--- src/rtl/branching_unit.sv ---
// Branch-resolution stage: picks the registered next PC and the PC+PC_INC link value.
// Optional macro BRANCH_STATS_EN adds saturating taken/branch cycle counters.
module branching_unit #(
    parameter int WIDTH  = 32,
    parameter int PC_INC = 4
) (
    input  logic             clk,
    input  logic             rst_n,
    input  logic [WIDTH-1:0] pc,
    input  logic [WIDTH-1:0] read_data1,
    input  logic [WIDTH-1:0] label,
    input  logic [4:0]       fcode,
    input  logic             branch,
    input  logic             branchSrc,
    input  logic             sign,
    input  logic             zero,
    input  logic             carry,
`ifdef BRANCH_STATS_EN
    output logic [31:0]      taken_count,
    output logic [31:0]      branch_count,
`endif
    output logic [WIDTH-1:0] next_pc,
    output logic [WIDTH-1:0] writeRegData,
    output logic             taken,
    output logic             illegal
);

    localparam logic [WIDTH-1:0] PC_STEP = WIDTH'(PC_INC);

    logic [WIDTH-1:0] seq;
    logic [WIDTH-1:0] target;
    logic             cond;
    logic             take;

    logic [WIDTH-1:0] next_pc_q, next_pc_d;
    logic [WIDTH-1:0] link_q, link_d;
    logic             taken_q, taken_d;
    logic             illegal_q, illegal_d;

    always_comb begin
        seq    = pc + PC_STEP;
        target = branchSrc ? label : read_data1;
        cond   = 1'b0;
        case (fcode)
            5'd0:    cond = 1'b1;
            5'd1:    cond = carry;
            5'd2:    cond = ~carry;
            5'd3:    cond = zero;
            5'd4:    cond = sign;
            5'd5:    cond = ~zero;
            5'd6:    cond = 1'b1;
            default: cond = 1'b0;
        endcase
        take = branch & cond;

        next_pc_d = take ? target : seq;
        // Link value is always produced; only bl consumers actually write it back.
        link_d    = seq;
        taken_d   = take;
        illegal_d = branch & (fcode > 5'd6);
    end

    always_ff @(posedge clk or negedge rst_n) begin
        if (!rst_n) begin
            next_pc_q <= '0;
            link_q    <= '0;
            taken_q   <= 1'b0;
            illegal_q <= 1'b0;
        end else begin
            next_pc_q <= next_pc_d;
            link_q    <= link_d;
            taken_q   <= taken_d;
            illegal_q <= illegal_d;
        end
    end

    assign next_pc      = next_pc_q;
    assign writeRegData = link_q;
    assign taken        = taken_q;
    assign illegal      = illegal_q;

`ifdef BRANCH_STATS_EN
    logic [31:0] taken_count_q, taken_count_d;
    logic [31:0] branch_count_q, branch_count_d;

    // Both counters stick at all-ones instead of wrapping.
    always_comb begin
        taken_count_d  = taken_count_q;
        branch_count_d = branch_count_q;
        if (take && (taken_count_q != 32'hFFFF_FFFF))
            taken_count_d = taken_count_q + 32'd1;
        if (branch && (branch_count_q != 32'hFFFF_FFFF))
            branch_count_d = branch_count_q + 32'd1;
    end

    always_ff @(posedge clk or negedge rst_n) begin
        if (!rst_n) begin
            taken_count_q  <= '0;
            branch_count_q <= '0;
        end else begin
            taken_count_q  <= taken_count_d;
            branch_count_q <= branch_count_d;
        end
    end

    assign taken_count  = taken_count_q;
    assign branch_count = branch_count_q;
`endif

endmodule

--- config.mk ---
export PLATFORM = sky130hd
export DESIGN_NAME = branching_unit
export DESIGN_NICKNAME = d
export VERILOG_FILES = /design/src/rtl/branching_unit.sv
export SDC_FILE = /design/constraint.sdc
export NUM_CORES = 1
export LEC_CHECK = 0
export ABC_CLOCK_PERIOD_IN_PS = 800
export CAP_MARGIN = 20
export CORE_ASPECT_RATIO = 0.6
export CORE_MARGIN = 1
export CORE_UTILIZATION = 29
export CTS_BUF_LIST = sky130_fd_sc_hd__clkbuf_16
export CTS_CLUSTER_SIZE = 10
export DETAILED_ROUTE_END_ITERATION = 16
export HOLD_SLACK_MARGIN = 0.05
export PLACE_DENSITY = 0.66
export SYNTH_ARGS = -nofsm -noshare
export SYNTH_HDL_FRONTEND = slang
export SYNTH_SLANG_ARGS = --single-unit
export TNS_END_PERCENT = 10
--- constraint.sdc ---
create_clock -name clk -period 0.8 [get_ports clk]
set_input_delay 0.24 -clock clk [delete_from_list [all_inputs] [get_ports clk]]
set_output_delay 0.24 -clock clk [all_outputs]
set_load 0.01 [all_outputs]
==> results.sh, run 1 <==
export IMPL_wl_per_cell_um=17.2
export IMPL_flow_area_growth_from_synthesis_pct=101
export IMPL_worst_setup_path_type="input pin to flop"
export IMPL_yosys_register_bits=66
export IMPL_first_pass_iters=4
export IMPL_timing_final_crit_share_pct=175
export IMPL_vias=2811
export IMPL_postLayoutSetupSlackWorst_ps=-602
export IMPL_ys_types=30
export IMPL_peak_supply_drop_mv=1.19
export IMPL_timing_worst_slew_pin_value_ps=315
export IMPL_pwr_share_comb_pct=20.1
export IMPL_design_internal_power_mw=8.18
export IMPL_hold_violations=0
export IMPL_place_worst_setup_slack_ps=-1390
export IMPL_setup_violations=123
export IMPL_wirelength_mm=10.7
export IMPL_seqPwrFrac_pct=34.7
export IMPL_cts_clk_slew_worst_paths_ps=50
export IMPL_post_synth_top_area_cell="dfrtp_1"
export IMPL_placement_io_buffers=173
export IMPL_synth_area_top_cells="dfrtp_1, mux2_2, xnor2_1"
export IMPL_die_height_um=82.0
export IMPL_final_common_cell="clkdlybuf4s50_1"
export IMPL_yosys_warnings=0
export IMPL_synth_top_area_share_pct=53.4
export IMPL_dr_first_iter_drc_count=33
export IMPL_antenna_cells=0
export IMPL_detail_route_vias_per_cell=4.49
export IMPL_cts_path_max_buffers=2
export IMPL_critPathMaxFanout=5
export IMPL_p_sw_mw=2.27
export IMPL_maxSlewViolCount=0
export IMPL_final_cell_mix="clkdlybuf4s50_1, dfrtp_1, buf_2"
export IMPL_max_freq_mhz=713
export IMPL_globalRouteTotalUtil_pct=19.4
export IMPL_dp_cells=594
export IMPL_end_kind="flop"
export IMPL_postSynthCellCount=238
export IMPL_clock_sinks=66
export IMPL_synth_area_um2=3090
export IMPL_grt_overflow=0
export IMPL_core_area_um2=10100
export IMPL_run_status="finished, violations left"
export IMPL_cts_buffers=9
export IMPL_tritoncts_clock_tree="built"
export IMPL_drc=0
export IMPL_share_of_the_yosys_chip_area_belonging_to_registers_pct=53.4
export IMPL_clockRootBuffer="clkbuf_16"
export IMPL_p_per_area_nw_per_um2=1680
export IMPL_antenna_found_initial=0
export IMPL_grt_pass1_vias=2997
export IMPL_synth_net_count=347
export IMPL_syn_avg_cell_area_um2=13.0
export IMPL_clock_power_share_pct=45.2
export IMPL_worstHoldPathType="input pin to flop"
export IMPL_drv_cap=0
export IMPL_instances_no_fill=626
export IMPL_arrival_ps=1610
export IMPL_worst_setup_path_start_kind="input pin"
export IMPL_grt_first_pass_wirelength_mm=15.6
export IMPL_totalPowerFinal_mw=10.4
export IMPL_dieArea_um2=11100
export IMPL_ioPinCount=174
export IMPL_core_rowCount=28
export IMPL_rsz0062_at_grt="yes"
export IMPL_drtAntennaViolNets=0
export IMPL_post_route_min_period_ps=1400
export IMPL_layout_drive_gt1_share_pct=62.5
export IMPL_max_slew_margin_pct=78.9
export IMPL_initial_utilization_pct=30.6
export IMPL_cp_required_ps=1010
export IMPL_die_w_um=135
export IMPL_cts_htree_levels=3
export IMPL_grt_max_degree=38
export IMPL_power_leakage_nw=2.84
export IMPL_place_hpwl_mm=7.70
export IMPL_gp_routability_congestion=0.789
export IMPL_design_final_nets=595
export IMPL_power_share_switching_pct=21.7
export IMPL_failed_checks="negative setup slack"
[cell type report]
class,instances,area [µm²]
flip-flops and latches,66,1650
multi-input cells,159,1830
repair buffers,245,2200
clock buffers,9,225
inverters,5,18.8
clock inverters,7,133
well taps,135,169
fillers,827,3900
[per-layer routing]
layer / track usage (%) / vias up / part of all wire, %
li1: - / 1343 / -
met1: 23.3 / 1338 / 44
met2: 32.7 / 122 / 46
met3: 8.09 / 8 / 9.8
met4: 4.49 / 0 / 0.63
met5: 0 / - / 0
[Yosys cell counts (all sizes together)]
library cell,n
or3,1
nand4,7
a21oi,1
a311o,1
nor2,4
and2,1
nand3,13
xnor2,21
dfrtp,66
mux2i,3
nand2,12
o311ai,1
xor2,7
clkbuf,4
nor4,4
nor3,7
mux2,62
ha,1
a21boi,1
or2,1
buf,3
dlygate4sd1,1
inv,5
and3,7
and4,4
[sequential cells by signal, indices dropped and copies added (netlist names)]
signal        count
taken             1
writeRegData     32
illegal           1
next_pc          32
[cells by family (layout without fill, tap and decap cells)]
group | after synthesis | after routing | synth area share [%]
XOR/XNOR | 28 | 28 | 7.93
AO/OA/AOI/OAI | 4 | 4 | 1.13
buffers and inverters | 13 | 266 | 2.22
AND/OR/NAND/NOR | 61 | 61 | 11.4
adder cells (fa/ha/maj) | 1 | 1 | 0.404
multiplexers | 65 | 65 | 23.5
flip-flops | 66 | 66 | 53.4
[worst max-delay path: stages]
cell	delay [ps]
buf_2	110
a311o_1	390
a21oi_4	250
buf_6	170
clkbuf_16	160
mux2_4	300
[power groups by stage]
stage / registers (mW) / clock network [mW] / logic, mW
finish: 3.63 / 4.72 / 2.10
global route: 3.65 / 4.97 / 2.25
CTS: 3.62 / 4.83 / 2.02
detailed placement: 3.67 / 0 / 2.05
global placement: 3.67 / 0 / 2.02
floorplan: 3.79 / 0 / 0.514
[worst paths after layout]
| path | from | to | slack, ps | cells after the start |
|---|---|---|---|---|
| min in group asynchronous | rst_n | next_pc[27]$_DFF_PN0_ | 300 | 2 |
| max in group asynchronous | rst_n | next_pc[13]$_DFF_PN0_ | 90 | 3 |
| hold / removal | pc[3] | writeRegData[3]$_DFF_PN0_ | 160 | 2 |
| setup / recovery | carry | next_pc[9]$_DFF_PN0_ | -600 | 6 |
[through the flow]
| stage | hold WS [ps] | utilization, % | TNS (ps) | area (µm²) |
|---|---|---|---|---|
| global route | 152 | 61.5 | -44080 | 6220 |
| finish | 163 | 61.5 | -39500 | 6220 |
| CTS | 149 | 59.7 | -42050 | 6040 |
| detailed placement | 90.1 | 54.6 | -88520 | 5530 |
| global placement | 86.9 | 54.6 | -87690 | 5530 |
| floorplan | -55.6 | - | -29110 | 3220 |
[what timing repair did]
action,CTS,global route
setup buffers,11,2
gates resized for setup,488,38
hold endpoints to repair,66,0
setup endpoints to repair,129,151
pin swaps,35,10
hold buffers,1,0
gates cloned,2,1
Note: power is estimated with default switching activity, not from simulation.
==> inputs of run 2 (changes only) <==
--- a/config.mk
+++ b/config.mk
@@ -8,7 +8,6 @@
 export ABC_CLOCK_PERIOD_IN_PS = 800
 export CAP_MARGIN = 20
 export CORE_ASPECT_RATIO = 0.6
-export CORE_MARGIN = 1
 export CORE_UTILIZATION = 29
 export CTS_BUF_LIST = sky130_fd_sc_hd__clkbuf_16
 export CTS_CLUSTER_SIZE = 10
==> results of run 2 <==
No change in the layout: final DEF, timing and power equal those of run 1.
==> inputs of run 3 (changes only) <==
--- a/config.mk
+++ b/config.mk
@@ -8,6 +8,7 @@
 export ABC_CLOCK_PERIOD_IN_PS = 800
 export CAP_MARGIN = 20
 export CORE_ASPECT_RATIO = 0.6
+export CORE_MARGIN = 5
 export CORE_UTILIZATION = 29
 export CTS_BUF_LIST = sky130_fd_sc_hd__clkbuf_16
 export CTS_CLUSTER_SIZE = 10
==> run 3 against run 2 <==
Effect of this change: the flow still finishes with violations (negative setup slack); power decreased by 12%; final cell count up 1.1%; count of clock-buffer cells in the layout stayed put; non-clock buffer count up 4; worst hold slack got worse by 3.5 ps; die area increased by 16%; critical path depth up 2; critical endpoint is now next_pc[10]$_DFF_PN0_; largest cell class unchanged.
==> results.sh, run 3 (same netlist as run 1, synthesis figures left out) <==
export IMPL_antenna_found_initial=0
export IMPL_failed_checks="negative setup slack"
export IMPL_end_kind="flop"
export IMPL_multi_input_logic_area_um2=1850
export IMPL_globalRouteTotalUtil_pct=17.5
export IMPL_peak_supply_drop_mv=0.971
export IMPL_power_leakage_nw=2.88
export IMPL_max_freq_mhz=735
export IMPL_core_rowCount=29
export IMPL_max_slew_margin_pct=79.7
export IMPL_wirelength_mm=11.4
export IMPL_place_worst_setup_slack_ps=-1370
export IMPL_first_pass_iters=4
export IMPL_min_delay_start="pc[2]"
export IMPL_vias=2845
export IMPL_rsz0062_at_grt="yes"
export IMPL_drv_cap=0
export IMPL_final_common_cell="clkdlybuf4s50_1"
export IMPL_dieArea_um2=12900
export IMPL_design_final_nets=599
export IMPL_cp_required_ps=1010
export IMPL_placement_io_buffers=173
export IMPL_detail_route_vias_per_cell=4.49
export IMPL_power_share_switching_pct=24.7
export IMPL_critPathMaxFanout=5
export IMPL_antenna_cells=0
export IMPL_wl_per_cell_um=17.9
export IMPL_gp_routability_congestion=0.789
export IMPL_utilization_pct=59.5
export IMPL_cts_clk_slew_worst_paths_ps=60
export IMPL_maxSlewViolCount=0
export IMPL_cts_htree_levels=3
export IMPL_final_cell_mix="clkdlybuf4s50_1, dfrtp_1, buf_4, buf_6, buf_2"
export IMPL_dr_first_iter_drc_count=62
export IMPL_final_hold_slack_ps=160
export IMPL_core_area_um2=10500
export IMPL_arrival_ps=1570
export IMPL_die_w_um=143
export IMPL_run_status="finished, violations left"
export IMPL_seqPwrFrac_pct=39.6
export IMPL_place_hpwl_mm=8.18
export IMPL_cts_path_max_buffers=2
export IMPL_clock_power_share_pct=36.9
export IMPL_min_delay_worst_endpoint="writeRegData[3]$_DFF_PN0_"
export IMPL_tritoncts_clock_tree="built"
export IMPL_drc=0
export IMPL_ff_latch_area_um2=1650
export IMPL_clockRootBuffer="clkbuf_16"
export IMPL_timing_worst_slew_pin_value_ps=304
export IMPL_drtAntennaViolNets=0
export IMPL_worst_setup_path_start_kind="input pin"
export IMPL_grt_pass1_vias=3190
export IMPL_worst_setup_path_type="input pin to flop"
export IMPL_grt_first_pass_wirelength_mm=17.3
export IMPL_hold_violations=0
export IMPL_grt_overflow=0
export IMPL_clock_sinks=66
export IMPL_worstHoldPathType="input pin to flop"
export IMPL_p_per_area_nw_per_um2=1470
export IMPL_layout_drive_gt1_share_pct=60.9
export IMPL_p_sw_mw=2.27
export IMPL_timing_final_crit_share_pct=170
export IMPL_initial_utilization_pct=29.5
export IMPL_fillers=848
export IMPL_pwr_share_comb_pct=23.5
export IMPL_post_route_min_period_ps=1360
export IMPL_cts_buffers=9
export IMPL_flow_area_growth_from_synthesis_pct=102
export IMPL_design_internal_power_mw=6.93
export IMPL_hold_depth=2
export IMPL_ioPinCount=174
export IMPL_die_height_um=90.0
export IMPL_setup_violations=123
export IMPL_postLayoutSetupSlackWorst_ps=-561
export IMPL_grt_max_degree=37
run 3: cell count changes in the layout (fill, tap and decap cells not counted), moves of 3 or more:
| cell | previous run | this run |
|---|---|---|
| nor3_4 | 0 | 3 |
| mux2_2 | 35 | 31 |
| buf_2 | 61 | 49 |
| buf_6 | 40 | 52 |
| buf_8 | 6 | 1 |
| dlygate4sd2_1 | 3 | 6 |
| bufinv_16 | 4 | 0 |
| clkdlybuf4s15_1 | 0 | 6 |
| mux2_4 | 27 | 31 |
| and3_4 | 6 | 3 |
run 3: worst max-delay path by stage:
stage | startpoint | endpoint | slack (ps) | cells after the start
after global routing | pc[24] | next_pc[27]$_DFF_PN0_ | -610 | 6
after CTS | fcode[2] | next_pc[18]$_DFF_PN0_ | -630 | 9
after global placement | pc[6] | next_pc[21]$_DFF_PN0_ | -1360 | 6
after floorplan | carry | next_pc[10]$_DFF_PN0_ | -670 | 4
final | fcode[2] | next_pc[10]$_DFF_PN0_ | -560 | 8
after detailed placement | pc[2] | next_pc[21]$_DFF_PN0_ | -1370 | 6
run 3: power by group through the flow:
stage,registers [mW],logic (mW),clock network (mW)
floorplan,3.79,0.514,0
CTS,3.62,2.08,3.51
global placement,3.67,2.04,0
detailed placement,3.68,2.08,0
finish,3.64,2.16,3.40
global route,3.66,2.32,3.68
run 3: final cells by class:
cell class / count / share of cell area [%]
inverter: 5 / 0.301
clock inverter: 6 / 0.421
timing repair buffer: 249 / 36.8
sequential: 66 / 26.5
tap: 139 / 2.79
multi-input combinational: 159 / 29.6
clock buffer: 9 / 3.61
run 3: worst max-delay path, stage by stage:
cell and delay, ps:
buf_6 100, buf_6 110, mux2i_1 160, o311ai_2 150, a21oi_4 190, buf_12 160
clkbuf_16 160, mux2_4 300
run 3: per-layer routing:
layer | track usage, % | routed length [µm] | vias up
li1 | - | - | 1351
met1 | 21.3 | 4790 | 1363
met2 | 28.1 | 5260 | 122
met3 | 8.48 | 1230 | 9
met4 | 3.76 | 76 | 0
met5 | 0 | 0 | -
run 3: timing repair:
action,CTS,global route
hold buffers,1,0
gates resized for setup,469,48
setup endpoints to repair,129,124
gates cloned,3,1
pin swaps,37,21
endpoints found under the hold margin,66,0
buffers inserted,12,0
run 3: through the flow:
| stage | TNS [ps] | power, mW | std cells | instance area, µm² |
|---|---|---|---|---|
| floorplan | -29110 | 4.31 | 238 | 3220 |
| global placement | -86890 | 5.72 | 603 | 5580 |
| detailed placement | -89850 | 5.75 | 603 | 5580 |
| CTS | -41570 | 9.21 | 633 | 6070 |
| global route | -43520 | 9.66 | 633 | 6240 |
| finish | -39170 | 9.20 | 633 | 6240 |
